[src/rtl/elevator_request_scheduler.sv]
// Single-car LOOK elevator scheduler: latches floor calls, steps the car, holds the door.
// Optional door hold input is enabled by defining ELEVATOR_DOOR_HOLD_EN.
module elevator_request_scheduler #(
    parameter int unsigned NUM_FLOORS    = 5,
    parameter int unsigned TRAVEL_CYCLES = 3,
    parameter int unsigned DOOR_CYCLES   = 4
) (
    input  logic                            clk,
    input  logic                            reset,
    input  logic [NUM_FLOORS-1:0]           call_req,
`ifdef ELEVATOR_DOOR_HOLD_EN
    input  logic                            door_hold,
`endif
    output logic [NUM_FLOORS-1:0]           pending,
    output logic [$clog2(NUM_FLOORS)-1:0]   car_floor,
    output logic                            dir_up,
    output logic                            moving,
    output logic                            door_open
);

    localparam int unsigned FW = $clog2(NUM_FLOORS);
    localparam int unsigned TW = $clog2(TRAVEL_CYCLES + 1);
    localparam int unsigned DW = $clog2(DOOR_CYCLES + 1);

    typedef enum logic [1:0] {
        IDLE = 2'd0,
        MOVE = 2'd1,
        DOOR = 2'd2
    } state_t;

    state_t                 state, state_n;
    logic [FW-1:0]          car_floor_n;
    logic                   dir_up_n;
    logic [NUM_FLOORS-1:0]  pending_n;
    logic [TW-1:0]          travel_cnt, travel_cnt_n;
    logic [DW-1:0]          door_cnt, door_cnt_n;

    logic [FW-1:0]          next_floor;
    logic                   ahead, behind, ahead_next;
    logic                   here_req, arrive_req, door_reload;
    logic                   clr_en;
    logic [FW-1:0]          clr_floor;
    logic [NUM_FLOORS-1:0]  clr_mask;

    // True when any call lies strictly beyond floor f in the given direction.
    function automatic logic calls_beyond(input logic [NUM_FLOORS-1:0] pend,
                                          input logic [FW-1:0]         f,
                                          input logic                  up);
        logic found;
        found = 1'b0;
        for (int i = 0; i < int'(NUM_FLOORS); i++) begin
            if (pend[i] && (up ? (i > int'(f)) : (i < int'(f))))
                found = 1'b1;
        end
        return found;
    endfunction

    assign next_floor = dir_up ? car_floor + FW'(1) : car_floor - FW'(1);
    assign ahead      = calls_beyond(pending, car_floor, dir_up);
    assign behind     = calls_beyond(pending, car_floor, ~dir_up);
    assign ahead_next = calls_beyond(pending, next_floor, dir_up);

    // A call arriving on the deciding edge counts as already waiting at that floor.
    assign here_req   = pending[car_floor]  | call_req[car_floor];
    assign arrive_req = pending[next_floor] | call_req[next_floor];

`ifdef ELEVATOR_DOOR_HOLD_EN
    assign door_reload = call_req[car_floor] | door_hold;
`else
    assign door_reload = call_req[car_floor];
`endif

    // Next-state and datapath decisions.
    always_comb begin
        state_n      = state;
        car_floor_n  = car_floor;
        dir_up_n     = dir_up;
        travel_cnt_n = travel_cnt;
        door_cnt_n   = door_cnt;
        clr_en       = 1'b0;
        clr_floor    = car_floor;

        case (state)
            IDLE: begin
                travel_cnt_n = '0;
                door_cnt_n   = '0;
                if (here_req) begin
                    state_n    = DOOR;
                    door_cnt_n = DW'(DOOR_CYCLES);
                    clr_en     = 1'b1;
                end else if (ahead) begin
                    state_n      = MOVE;
                    travel_cnt_n = TW'(TRAVEL_CYCLES);
                end else if (behind) begin
                    state_n      = MOVE;
                    dir_up_n     = ~dir_up;
                    travel_cnt_n = TW'(TRAVEL_CYCLES);
                end
            end

            MOVE: begin
                if (travel_cnt > TW'(1)) begin
                    travel_cnt_n = travel_cnt - TW'(1);
                end else if (!ahead) begin
                    // Nothing left to reach: never step without a target.
                    state_n      = IDLE;
                    travel_cnt_n = '0;
                end else begin
                    car_floor_n = next_floor;
                    if (arrive_req) begin
                        state_n      = DOOR;
                        travel_cnt_n = '0;
                        door_cnt_n   = DW'(DOOR_CYCLES);
                        clr_en       = 1'b1;
                        clr_floor    = next_floor;
                    end else if (ahead_next) begin
                        travel_cnt_n = TW'(TRAVEL_CYCLES);
                    end else begin
                        state_n      = IDLE;
                        travel_cnt_n = '0;
                    end
                end
            end

            DOOR: begin
                clr_en = 1'b1;
                if (door_reload) begin
                    door_cnt_n = DW'(DOOR_CYCLES);
                end else if (door_cnt > DW'(1)) begin
                    door_cnt_n = door_cnt - DW'(1);
                end else begin
                    door_cnt_n = '0;
                    if (ahead) begin
                        state_n      = MOVE;
                        travel_cnt_n = TW'(TRAVEL_CYCLES);
                    end else if (behind) begin
                        state_n      = MOVE;
                        dir_up_n     = ~dir_up;
                        travel_cnt_n = TW'(TRAVEL_CYCLES);
                    end else begin
                        state_n = IDLE;
                    end
                end
            end

            default: begin
                state_n      = IDLE;
                travel_cnt_n = '0;
                door_cnt_n   = '0;
            end
        endcase

        clr_mask  = clr_en ? (NUM_FLOORS'(1) << clr_floor) : '0;
        pending_n = (pending | call_req) & ~clr_mask;
    end

    // State and output registers.
    always_ff @(posedge clk or posedge reset) begin
        if (reset) begin
            state      <= IDLE;
            pending    <= '0;
            car_floor  <= '0;
            dir_up     <= 1'b1;
            travel_cnt <= '0;
            door_cnt   <= '0;
            moving     <= 1'b0;
            door_open  <= 1'b0;
        end else begin
            state      <= state_n;
            pending    <= pending_n;
            car_floor  <= car_floor_n;
            dir_up     <= dir_up_n;
            travel_cnt <= travel_cnt_n;
            door_cnt   <= door_cnt_n;
            moving     <= (state_n == MOVE);
            door_open  <= (state_n == DOOR);
        end
    end

endmodule

[config.mk]
export PLATFORM = sky130hd
export DESIGN_NAME = elevator_request_scheduler
export DESIGN_NICKNAME = d
export VERILOG_FILES = /design/src/rtl/elevator_request_scheduler.sv
export SDC_FILE = /design/constraint.sdc
export NUM_CORES = 1
export LEC_CHECK = 0
export BUFFER_PORTS_ARGS = -buffer_cell sky130_fd_sc_hd__buf_2
export CAP_MARGIN = 20
export CORE_UTILIZATION = 50
export CTS_CLUSTER_SIZE = 10
export DETAILED_ROUTE_END_ITERATION = 10
export PLACE_DENSITY = 0.73
export SLEW_MARGIN = 40
export SYNTH_ARGS = -nofsm -noshare
export SYNTH_HDL_FRONTEND = slang
export SYNTH_SLANG_ARGS = --single-unit
[constraint.sdc]
create_clock -name clk -period 2.8 [get_ports clk]
set_input_delay 0.42 -clock clk [delete_from_list [all_inputs] [get_ports clk]]
set_output_delay 0.42 -clock clk [all_outputs]
set_load 0.05 [all_outputs]
==> summary.md <==
| Metric | Value |
|---|---|
| Clock slew at reported path FFs | `0.11 ns` |
| Vias in the first global route | `1,288` |
| Delay-heaviest family, CP | `multiplexers` |
| Setup tns final | `0 ns` |
| Asr flop ratio synth | `100%` |
| Syn Nets | `179` |
| Synth area leader | `dfrtp_1` |
| Clock tree root buffer cell | `clkbuf_4` |
| I/O pins | `18` |
| Largest net degree at the start of global routing | `19` |
| Origin of the worst setup path | `car_floor[1]` |
| CP Cell Sequence | `inv_1 > ha_1 > xor2_2 > mux4_1 > mux2_4 > or3_1 > nor2b_1 > o22ai_1` |
| Via density | `6.27` |
| CP Data Required Time | `3.03 ns` |
| Fin. Hold Viols | `0` |
| Die width | `57.0 microns` |
| Pins Over Slew Limit | `0` |
| Final period util | `88.7%` |
| Later-pin clock latency in the skew report | `0.30 ns` |
| Simple-gate share of the synthesized area | `23.4%` |
| Synthesized area | `0.00151 sq mm` |
| RSZ-0062 raised after global routing | `no` |
| Most common cell in the netlist | `dfrtp_1` |
| CTS tree | `done` |
| DRC viols | `0` |
| XOR/XNOR Fraction of Synth Area | `5.62%` |
| Mux share of post-synthesis cell area | `7.27%` |
| Post_cts resized | `0` |
| EDFF count, synth | `0` |
| Core Area | `0.00281 sq mm` |
| Main combinational cell family by area after synthesis | `simple AND/OR/NAND/NOR gates` |
| Number of max-cap violations | `0` |
| Worst-path fanout max | `7` |
| Endpoints failing setup | `0` |
| Compound-Gate Fraction of Synth Area | `20.9%` |
| CP bufs+invs | `1` |
| Setup CP Type | `reg -> reg` |
| Antenna violations before repair | `0` |
| Top cell type's share of synthesized area | `28.1%` |
| Via count | `1,329` |
| Synth Register Bits | `18` |
| Post-synthesis sequential area ratio | `29.8%` |
| Layout net count | `194` |
| Layout area overhead | `6.78%` |
| CTS Hold Bufs | `0` |
| Top cells by count, synth | `17 x dfrtp_1, 15 x nor2_1, 9 x a21oi_1, 9 x inv_1, 9 x nand2_1` |
| Library cells used by synthesis | `58` |
| Final Wtd Congestion | `0.886` |
| Syn avg cell area | `9.07 sq um` |
| Area of the die | `0.00325 sq mm` |
| Drt wl/cell | `16.5 microns` |
| Min Tclk post-route | `2.48 ns` |
| Final ANT Viol Nets | `0` |
| Startpoint class of the critical path | `flop` |
| Total track usage | `23.3%` |
| Type of the most critical hold path | `in -> async` |
| Largest cells by area after synthesis | `dfrtp_1 28%, buf_6 4.5%, ha_1 4.1%` |
| I/O Buffers | `17` |
| CTS sink count | `18` |
| First-pass GRT wire length | `5.89 mm` |
| Share of cells above drive strength 1 | `24.3%` |
| Ant diodes | `0` |
| Worst R2R Start | `car_floor[1]` |
| Most used DFF post-synth | `dfrtp_1` |
| Crit path capture type | `flop` |
| Status | `completed` |
| Yosys warns | `0` |
| Detailed Routing Iterations Pass 1 | `4` |
| WP data arrival | `2.71 ns` |
| Worst slew pin tran | `0.738 ns` |
| CTS max path bufs | `2` |
| Slew HR | `50.3%` |
| Initial DRC count | `60` |
| Starting Density | `54.0%` |
| Routed Wire Length | `3.49 mm` |
| Gate Count Post-Synth | `167` |
| Slowest stage cell, crit path | `dfrtp_2` |
| Crit path largest cell delay | `0.45 ns` |
| Synth Area in Adders | `4.13%` |
| Setup Buffers After CTS | `0` |
| CTS H-Tree Depth | `1` |
| Rows | `19` |
| DP Wirelength | `2.60 mm` |
| Die Span Y | `57.0 microns` |
| Num CTS Buffers | `3` |
| Fmax | `0.403 GHz` |
| Worst clock skew | `0.00192 ns` |
| GR Overflow Total | `0` |
-- state kept, by name, indices dropped and copies added (netlist names) --
signal / cells
travel_cnt: 2
door_cnt: 3
pending: 5
moving: 1
state: 2
dir_up: 1
door_open: 1
car_floor: 3
-- metrics by stage --
stage | setup WS (ns) | hold slack (ns) | area (sq um) | instances | utilization (%)
2_1_floorplan | 0.00567 | 0.358 | 1520 | 167 | -
3_3_place_gp | 0.429 | 0.523 | 1580 | 208 | 56.3
3_5_place_dp | 0.359 | 0.539 | 1580 | 208 | 56.3
4_1_cts | 0.321 | 0.240 | 1620 | 212 | 57.6
5_1_grt | 0.181 | 0.265 | 1620 | 212 | 57.6
6_report | 0.317 | 0.203 | 1620 | 212 | 57.6
-- path summary, 6_finish.rpt --
| path | endpoint | slack [ns] | cells after the start |
|---|---|---|---|
| max in group asynchronous | car_floor[1] | 2.11 | 2 |
| worst max-delay path | door_cnt[2] | 0.32 | 8 |
| worst min register to register | travel_cnt[0] | 0.55 | 1 |
| worst min-delay path | door_cnt[1] | 0.20 | 2 |
| min in group clk | pending[0] | 0.43 | 3 |
| worst max register to register | door_cnt[2] | 0.32 | 8 |
-- layer usage --
metal	GRT usage [%]	vias up	routed length, microns
li1	-	648	-
met1	29.4	638	1490
met2	41.2	38	1810
met3	3.63	5	148
met4	6.97	0	35
met5	0	-	0
-- cell type report --
cell class,count,area [sq um]
well taps,31,38.8
flip-flops and latches,18,453
inverters,10,37.5
fillers,255,1190
clock buffers,4,36.3
repair buffers,22,123
multi-input cells,127,928
-- placed cells by master (no fill, tap or decap), types with 2 or more instances in the layout --
cell,Yosys,routed
a211oi_1,2,2
a21boi_0,2,2
a21oi_1,9,9
a311oi_1,4,4
and3_1,4,4
buf_2,4,17
buf_4,0,5
clkbuf_4,0,3
dfrtp_1,17,16
ha_1,5,5
inv_1,9,9
mux4_2,2,2
nand2_1,9,9
nand2b_1,2,2
nand3_1,5,5
nor2_1,15,15
nor2b_1,3,3
nor3_1,5,5
nor4_1,2,2
o211ai_1,2,2
o21a_1,2,2
o21ai_0,7,7
o21ai_1,2,2
o22ai_1,6,6
or2_2,2,2
or3_1,4,4
xnor2_1,3,3
xor2_1,3,3
-- cell families (layout without fill, tap and decap cells) --
kind of cell / count (synthesis) / in the layout
xor+xnor: 8 / 8
buf+inv: 22 / 36
compound gates: 46 / 46
simple gates: 62 / 62
flops: 18 / 18
fa+ha+maj: 5 / 5
mux: 6 / 6
Power is not shown: default switching activity piles up to over one toggle a cycle in this logic, so the estimate is an artifact.
